<file path="config.mk">
export PLATFORM = sky130hd
export DESIGN_NAME = pong_ball_ctrl
export DESIGN_NICKNAME = d
export VERILOG_FILES = /design/src/rtl/pong_ball_ctrl.sv
export SDC_FILE = /design/constraint.sdc
export NUM_CORES = 1
export LEC_CHECK = 0
export ABC_AREA = 1
export ABC_CLOCK_PERIOD_IN_PS = 3450
export CAP_MARGIN = 15
export CORE_MARGIN = 2
export CORE_UTILIZATION = 29
export DETAILED_ROUTE_END_ITERATION = 8
export PLACE_DENSITY = 0.54
export SYNTH_ARGS = -nofsm -noshare
export SYNTH_HDL_FRONTEND = slang
export SYNTH_SLANG_ARGS = --single-unit
</file>
<file path="constraint.sdc">
create_clock -name clock -period 3.45 [get_ports clock]
set_clock_uncertainty 0.15 [all_clocks]
set_input_delay 0.69 -clock clock [delete_from_list [all_inputs] [get_ports clock]]
set_output_delay 0.69 -clock clock [all_outputs]
set_load 0.01 [all_outputs]
</file>
<file path="src/rtl/pong_ball_ctrl.sv">
// Frame-rate ball controller for the pong datapath: moves the ball once per
// screenEnd rising edge, resolves paddle/wall/goal hits and sequences the match.
module pong_ball_ctrl #(
    parameter int XINIT        = 320,
    parameter int YINIT        = 240,
    parameter int XLIM         = 628,
    parameter int YLIM         = 463,
    parameter int XSPEED       = 2,
    parameter int YSPEED       = 1,
    parameter int BALL_W       = 12,
    parameter int BALL_H       = 17,
    parameter int PAD_HW       = 25,
    parameter int PAD_HH       = 33,
    parameter int SEG_TOP      = 200,
    parameter int SEG_BOT      = 280,
    parameter int SERVE_FRAMES = 3,
    parameter int MAX_SCORE    = 5
) (
    input  logic       clock,
    input  logic       reset,
    input  logic       screenEnd,
    input  logic       start,
    input  logic [9:0] p1_xRef,
    input  logic [8:0] p1_yRef,
    input  logic [9:0] p2_xRef,
    input  logic [8:0] p2_yRef,
    output logic [9:0] ball_x,
    output logic [8:0] ball_y,
    output logic [3:0] p1_score,
    output logic [3:0] p2_score,
    output logic [2:0] winner,
    output logic [2:0] game_state,
    output logic       goal_pulse
);

    typedef enum logic [2:0] {
        IDLE   = 3'd0,
        SERVE  = 3'd1,
        PLAY   = 3'd2,
        SCORED = 3'd3,
        OVER   = 3'd4
    } gameStateType;

    localparam int CNT_W = (SERVE_FRAMES < 2) ? 1 : $clog2(SERVE_FRAMES + 1);

    localparam logic [10:0] X_SPEED    = 11'(XSPEED);
    localparam logic [10:0] Y_SPEED    = 11'(YSPEED);
    localparam logic [10:0] X_LIM      = 11'(XLIM);
    localparam logic [10:0] Y_LIM      = 11'(YLIM);
    localparam logic [10:0] B_W        = 11'(BALL_W);
    localparam logic [10:0] B_H        = 11'(BALL_H);
    localparam logic [10:0] P_HW       = 11'(PAD_HW);
    localparam logic [10:0] P_HH       = 11'(PAD_HH);
    localparam logic [10:0] S_TOP      = 11'(SEG_TOP);
    localparam logic [10:0] S_BOT      = 11'(SEG_BOT);
    localparam logic [10:0] P2_BACKOFF = 11'(PAD_HW + 1 + BALL_W);

    localparam logic [9:0]       BALL_X_INIT = 10'(XINIT);
    localparam logic [8:0]       BALL_Y_INIT = 9'(YINIT);
    localparam logic [9:0]       BALL_X_LIM  = 10'(XLIM);
    localparam logic [8:0]       BALL_Y_LIM  = 9'(YLIM);
    localparam logic [CNT_W-1:0] SERVE_LOAD  = CNT_W'(SERVE_FRAMES);
    localparam logic [3:0]       SCORE_END   = 4'(MAX_SCORE);

    gameStateType     state, stateNext;
    logic [9:0]       ballX, ballXNext;
    logic [8:0]       ballY, ballYNext;
    logic             xRight, xRightNext;
    logic             yDown, yDownNext;
    logic [3:0]       p1Score, p1ScoreNext;
    logic [3:0]       p2Score, p2ScoreNext;
    logic [2:0]       winnerReg, winnerNext;
    logic             goalPulse, goalPulseNext;
    logic             p1Scored, p1ScoredNext;
    logic [CNT_W-1:0] serveCnt, serveCntNext;
    logic             screenEndQ;
    logic             tick;

    logic [10:0] x11, y11, p1x, p1y, p2x, p2y, p1Edge, p2HitX;
    logic        p1YHit, p2YHit, inWindow, p1Hit, p2Hit, leftOut, rightOut;
    logic        goal, goalByP1;
    logic [9:0]  xRes;
    logic [8:0]  yRes;
    logic        xRightRes, yDownRes;

    assign tick = screenEnd & ~screenEndQ;

    // Collision resolution for one frame; all sums widened to 11 bits and
    // subtractions moved to the other side so nothing can wrap.
    always_comb begin
        x11 = {1'b0, ballX};
        y11 = {2'b0, ballY};
        p1x = {1'b0, p1_xRef};
        p1y = {2'b0, p1_yRef};
        p2x = {1'b0, p2_xRef};
        p2y = {2'b0, p2_yRef};

        p1Edge   = p1x + P_HW;
        p1YHit   = (y11 <= p1y + P_HH) && (y11 + B_H + P_HH >= p1y);
        p2YHit   = (y11 <= p2y + P_HH) && (y11 + B_H + P_HH >= p2y);
        inWindow = (y11 >= S_TOP) && (y11 <= S_BOT);
        p1Hit    = !xRight && (x11 > p1Edge) && (x11 <= p1Edge + X_SPEED) && p1YHit;
        p2Hit    = xRight && (x11 + B_W + P_HW < p2x)
                   && (x11 + B_W + P_HW + X_SPEED >= p2x) && p2YHit;
        leftOut  = !xRight && (x11 < X_SPEED);
        rightOut = xRight && (x11 + X_SPEED > X_LIM);
        p2HitX   = (p2x - P2_BACKOFF > X_LIM) ? X_LIM : p2x - P2_BACKOFF;

        goal      = 1'b0;
        goalByP1  = 1'b0;
        xRightRes = xRight;
        xRes      = xRight ? 10'(x11 + X_SPEED) : 10'(x11 - X_SPEED);
        if (p1Hit) begin
            xRes      = 10'(p1Edge + 11'd1);
            xRightRes = 1'b1;
        end else if (p2Hit) begin
            xRes      = 10'(p2HitX);
            xRightRes = 1'b0;
        end else if (leftOut) begin
            if (inWindow) begin
                goal = 1'b1;
            end else begin
                xRes      = '0;
                xRightRes = 1'b1;
            end
        end else if (rightOut) begin
            if (inWindow) begin
                goal     = 1'b1;
                goalByP1 = 1'b1;
            end else begin
                xRes      = BALL_X_LIM;
                xRightRes = 1'b0;
            end
        end

        yDownRes = yDown;
        if (!yDown && (y11 < Y_SPEED)) begin
            yRes     = '0;
            yDownRes = 1'b1;
        end else if (yDown && (y11 + Y_SPEED > Y_LIM)) begin
            yRes     = BALL_Y_LIM;
            yDownRes = 1'b0;
        end else begin
            yRes = yDown ? 9'(y11 + Y_SPEED) : 9'(y11 - Y_SPEED);
        end
    end

    always_comb begin
        // NOTE: every next-value gets its hold default first, so no path through the case can infer a latch.
        stateNext     = state;
        ballXNext     = ballX;
        ballYNext     = ballY;
        xRightNext    = xRight;
        yDownNext     = yDown;
        p1ScoreNext   = p1Score;
        p2ScoreNext   = p2Score;
        winnerNext    = winnerReg;
        goalPulseNext = 1'b0;
        p1ScoredNext  = p1Scored;
        serveCntNext  = serveCnt;

        case (state)
            IDLE: begin
                if (start) begin
                    stateNext    = SERVE;
                    serveCntNext = SERVE_LOAD;
                    ballXNext    = BALL_X_INIT;
                    ballYNext    = BALL_Y_INIT;
                    xRightNext   = 1'b1;
                    yDownNext    = 1'b0;
                end
            end
            SERVE: begin
                if (tick) begin
                    if (serveCnt == '0) stateNext = PLAY;
                    else serveCntNext = serveCnt - CNT_W'(1);
                end
            end
            PLAY: begin
                if (tick) begin
                    if (goal) begin
                        stateNext     = SCORED;
                        goalPulseNext = 1'b1;
                        p1ScoredNext  = goalByP1;
                    end else begin
                        ballXNext  = xRes;
                        ballYNext  = yRes;
                        xRightNext = xRightRes;
                        yDownNext  = yDownRes;
                    end
                end
            end
            SCORED: begin
                if (p1Scored) p1ScoreNext = p1Score + 4'd1;
                else p2ScoreNext = p2Score + 4'd1;
                if ((p1Scored ? p1ScoreNext : p2ScoreNext) == SCORE_END) begin
                    winnerNext = p1Scored ? 3'd1 : 3'd2;
                    stateNext  = OVER;
                end else begin
                    // Re-serve toward whoever just conceded.
                    stateNext    = SERVE;
                    serveCntNext = SERVE_LOAD;
                    ballXNext    = BALL_X_INIT;
                    ballYNext    = BALL_Y_INIT;
                    xRightNext   = p1Scored;
                    yDownNext    = 1'b0;
                end
            end
            OVER: begin
                if (start) begin
                    stateNext    = SERVE;
                    serveCntNext = SERVE_LOAD;
                    p1ScoreNext  = '0;
                    p2ScoreNext  = '0;
                    winnerNext   = '0;
                    ballXNext    = BALL_X_INIT;
                    ballYNext    = BALL_Y_INIT;
                    xRightNext   = 1'b1;
                    yDownNext    = 1'b0;
                end
            end
            default: stateNext = IDLE;
        endcase
    end

    // NOTE: state registers use non-blocking assignments so every register samples pre-edge values.
    always_ff @(posedge clock or posedge reset) begin
        if (reset) begin
            state      <= IDLE;
            ballX      <= BALL_X_INIT;
            ballY      <= BALL_Y_INIT;
            xRight     <= 1'b1;
            yDown      <= 1'b0;
            p1Score    <= '0;
            p2Score    <= '0;
            winnerReg  <= '0;
            goalPulse  <= 1'b0;
            p1Scored   <= 1'b0;
            serveCnt   <= '0;
            screenEndQ <= 1'b0;
        end else begin
            state      <= stateNext;
            ballX      <= ballXNext;
            ballY      <= ballYNext;
            xRight     <= xRightNext;
            yDown      <= yDownNext;
            p1Score    <= p1ScoreNext;
            p2Score    <= p2ScoreNext;
            winnerReg  <= winnerNext;
            goalPulse  <= goalPulseNext;
            p1Scored   <= p1ScoredNext;
            serveCnt   <= serveCntNext;
            screenEndQ <= screenEnd;
        end
    end

    assign ball_x     = ballX;
    assign ball_y     = ballY;
    assign p1_score   = p1Score;
    assign p2_score   = p2Score;
    assign winner     = winnerReg;
    assign game_state = state;
    assign goal_pulse = goalPulse;

endmodule

</file>
==> results_dict.tcl <==
set metrics [dict create \
    outcome "completed" \
    wl_per_cell_um 13.28 \
    setup_viol 0 \
    drive_gt1_share_pct 24.41 \
    hold_viol_final 0 \
    num_vias 7308 \
    ir_worst_vdd_uv 362.5 \
    fp.dieArea_sq_um 24380 \
    io_pins 76 \
    cts_tree "built" \
    netlist_top_cells_count "nand2_1, inv_1, ha_1" \
    die_h_um 156.2 \
    first_iter_violations 294 \
    r2r_end "p1Scored" \
    cp_data_arrival_time_ns 3.38 \
    final_nets 1403 \
    portBuffers 74 \
    area_delta_synth_final_pct 40.64 \
    pre_cts_slack_ns -0.7336 \
    r2r-start "ball_x[1]" \
    reg2reg_depth 23 \
    crit_end "p1Scored" \
    r2r_slack_ns 0.12 \
    ys_seq_area_share_pct 14.67 \
    synth.most_common_cell "nand2_1" \
    cp_max_fo 11 \
    powerDensity_nw_per_um2 729.3 \
    instances_no_fill 1551 \
    netlist.area_leader.share_pct 17.89 \
    wl_um 20590 \
    grt_pass1_vias 6876 \
    setup_tns_ns 0 \
    dieWidth_um 156.2 \
    initial_core_util_pct 29.56 \
    min_period_ns 3.328 \
    synth_cell_types 46 \
    netlist_area_sq_um 6714 \
    min_period_over_period_pct 96.47 \
    ys_warn_count 0 \
    finalInstanceArea_sq_um 9443 \
    htreeDepth 2 \
    fmax_ghz 0.3005 \
    synth_edf_count 0 \
    ys_ff_latch 39 \
    cts_buffer_depth 2 \
    place_inst 1519 \
    synthTopCellsByArea "ha_1, nand2_1, dfrtp_1" \
    grt_pass1_wl_um 33690 \
    fin_hold_ws_ns 0.3750 \
    critPathKind "reg2reg" \
    setup_ws_ns 0.1217 \
    finalPower_mw 6.887 \
    seqCellArea_sq_um 988.4 \
    drv_slew 0 \
    netlist_instances 1068 \
    ant_nets 0 \
    grt_max_degree 40 \
    cp_data_required_time_ns 3.50 \
    rsz0062_at_grt "true" \
    hpwl_um 16700 \
    first_pass_iters 5 \
    hold_class "reg2reg" \
    diodes 0 \
    cts_buffers 5 \
    via_per_inst 4.712 \
    antenna_found_initial 0 \
    synth_top_area_cell "ha_1" \
    drc 0 \
    startpoint "ball_x[1]" \
    clk_pin_slew_worst_paths_ns 0.06 \
    final_util_pct 41.58 \
    fp-row-count 55 \
    fillerInstances 2388 \
    tightest_slew_ns 0.7503 \
    placed_cell_area_sq_um 8568 \
    crit_path_start_kind "flop" \
    clk_latency_ns 0.28 \
    coreArea_sq_um 22710 \
    leakagePower_nw 4.975 \
    multi_input_area_sq_um 5469 \
    cp-end-kind "flop" \
    place_congestion 0.8842 \
    overflow 0 \
    synth_area_per_cell_sq_um 6.286 \
    track_usage_pct 16.92 \
    cts.sinks 39 \
    ys.flop_type "dfrtp_1" \
    cts-root-buf "clkbuf_16" \
    cap_viol_max_count 0 \
    synth_nets 1206 \
    synthArstFlopShare_pct 100.0 \
    slew_headroom_pct 49.80 \
]
-- report_power, final --
part	switching, mW	internal [mW]
Sequential	0.312	0.683
Combinational	3.08	2.35
Clock	0.190	0.267
-- routing by layer --
| layer | wire length, um | up-vias | global-route usage (%) |
|---|---|---|---|
| met3 | 655 | 12 | 1.889 |
| met2 | 9921 | 108 | 29.39 |
| met1 | 9803 | 3338 | 22.93 |
| met4 | 213 | 0 | 2.709 |
| li1 | - | 3850 | - |
| met5 | 0 | - | 0 |
-- cell usage in the layout, fill, tap and decap left out, drive strengths merged, types with 32 or more instances in the layout --
master         netlist  routed
a21oi               66      66
buf                 17     140
clkdlybuf4s50        0      56
dfrtp               32      32
ha                  96      96
inv                160     160
nand2              294     294
nand3               82      82
nand4               33      33
nor2               100     101
o21ai               65      65
xor2                52      52
-- state kept, by name, summed over array words and instances (netlist names), 2 cells and up --
signal / cells
ball_x: 10
ball_y: 9
p1_score: 4
p2_score: 4
game_state: 3
serveCnt: 2
winner: 2
-- cells by family after synthesis --
| group | Yosys count | share of synthesized area [%] |
|---|---|---|
| AOI/OAI and AO/OA | 150 | 12.49 |
| xor gates and xnor gates | 62 | 8.368 |
| adders and majority gates | 96 | 17.89 |
| buffers and inverters | 184 | 11.41 |
| DFF | 39 | 14.67 |
| other | 1 | 0.05585 |
| and+or+nand+nor | 536 | 35.13 |
-- worst min-delay path by stage --
stage | startpoint | endpoint | slack [ns] | depth (start not counted)
global placement | winner[1] | winner[1] | 0.36 | 2
global route | winner[0] | winner[0] | 0.43 | 2
CTS | winner[1] | winner[1] | 0.38 | 2
floorplan | screenEndQ | goal_pulse | 0.35 | 3
detailed placement | winner[1] | winner[1] | 0.36 | 2
finish | winner[1] | winner[1] | 0.38 | 2
-- cell type report --
class / instances / share of cell area (%)
Timing Repair Buffer: 212 / 19.73
Clock inverter: 2 / 0.1325
Clock buffer: 6 / 1.365
Multi-Input combinational cell: 846 / 57.92
Sequential cell: 39 / 10.47
Tap cell: 285 / 3.776
Inverter: 161 / 6.612
-- critical path, cell delays in order (launching register included) --
cell and delay (ns):
dfrtp_2 0.49, ha_4 0.21, or2_0 0.22, nand2_1 0.09, nor2_1 0.06, nand2_2 0.08, nor2_4 0.04, nand2_1 0.06
xor2_1 0.14, inv_1 0.10, ha_4 0.24, a21o_1 0.14, nor2_1 0.09, nand2_1 0.07, nand2_1 0.06, nand2_1 0.06
a21oi_2 0.15, nand2_2 0.09, nand2_4 0.12, nand4_4 0.15, buf_8 0.19, nor2_4 0.10, nand2_1 0.07, o21ai_0 0.07
-- timing repair --
item                       4_1_cts  5_1_grt
gates cloned                     3        0
hold endpoints to repair         0        0
gates resized for setup         56      118
setup endpoints to repair       25       25
hold buffers                     0        0
pin swaps                       28       72
setup buffers                    6       15
(Power assumes the default switching activity.)
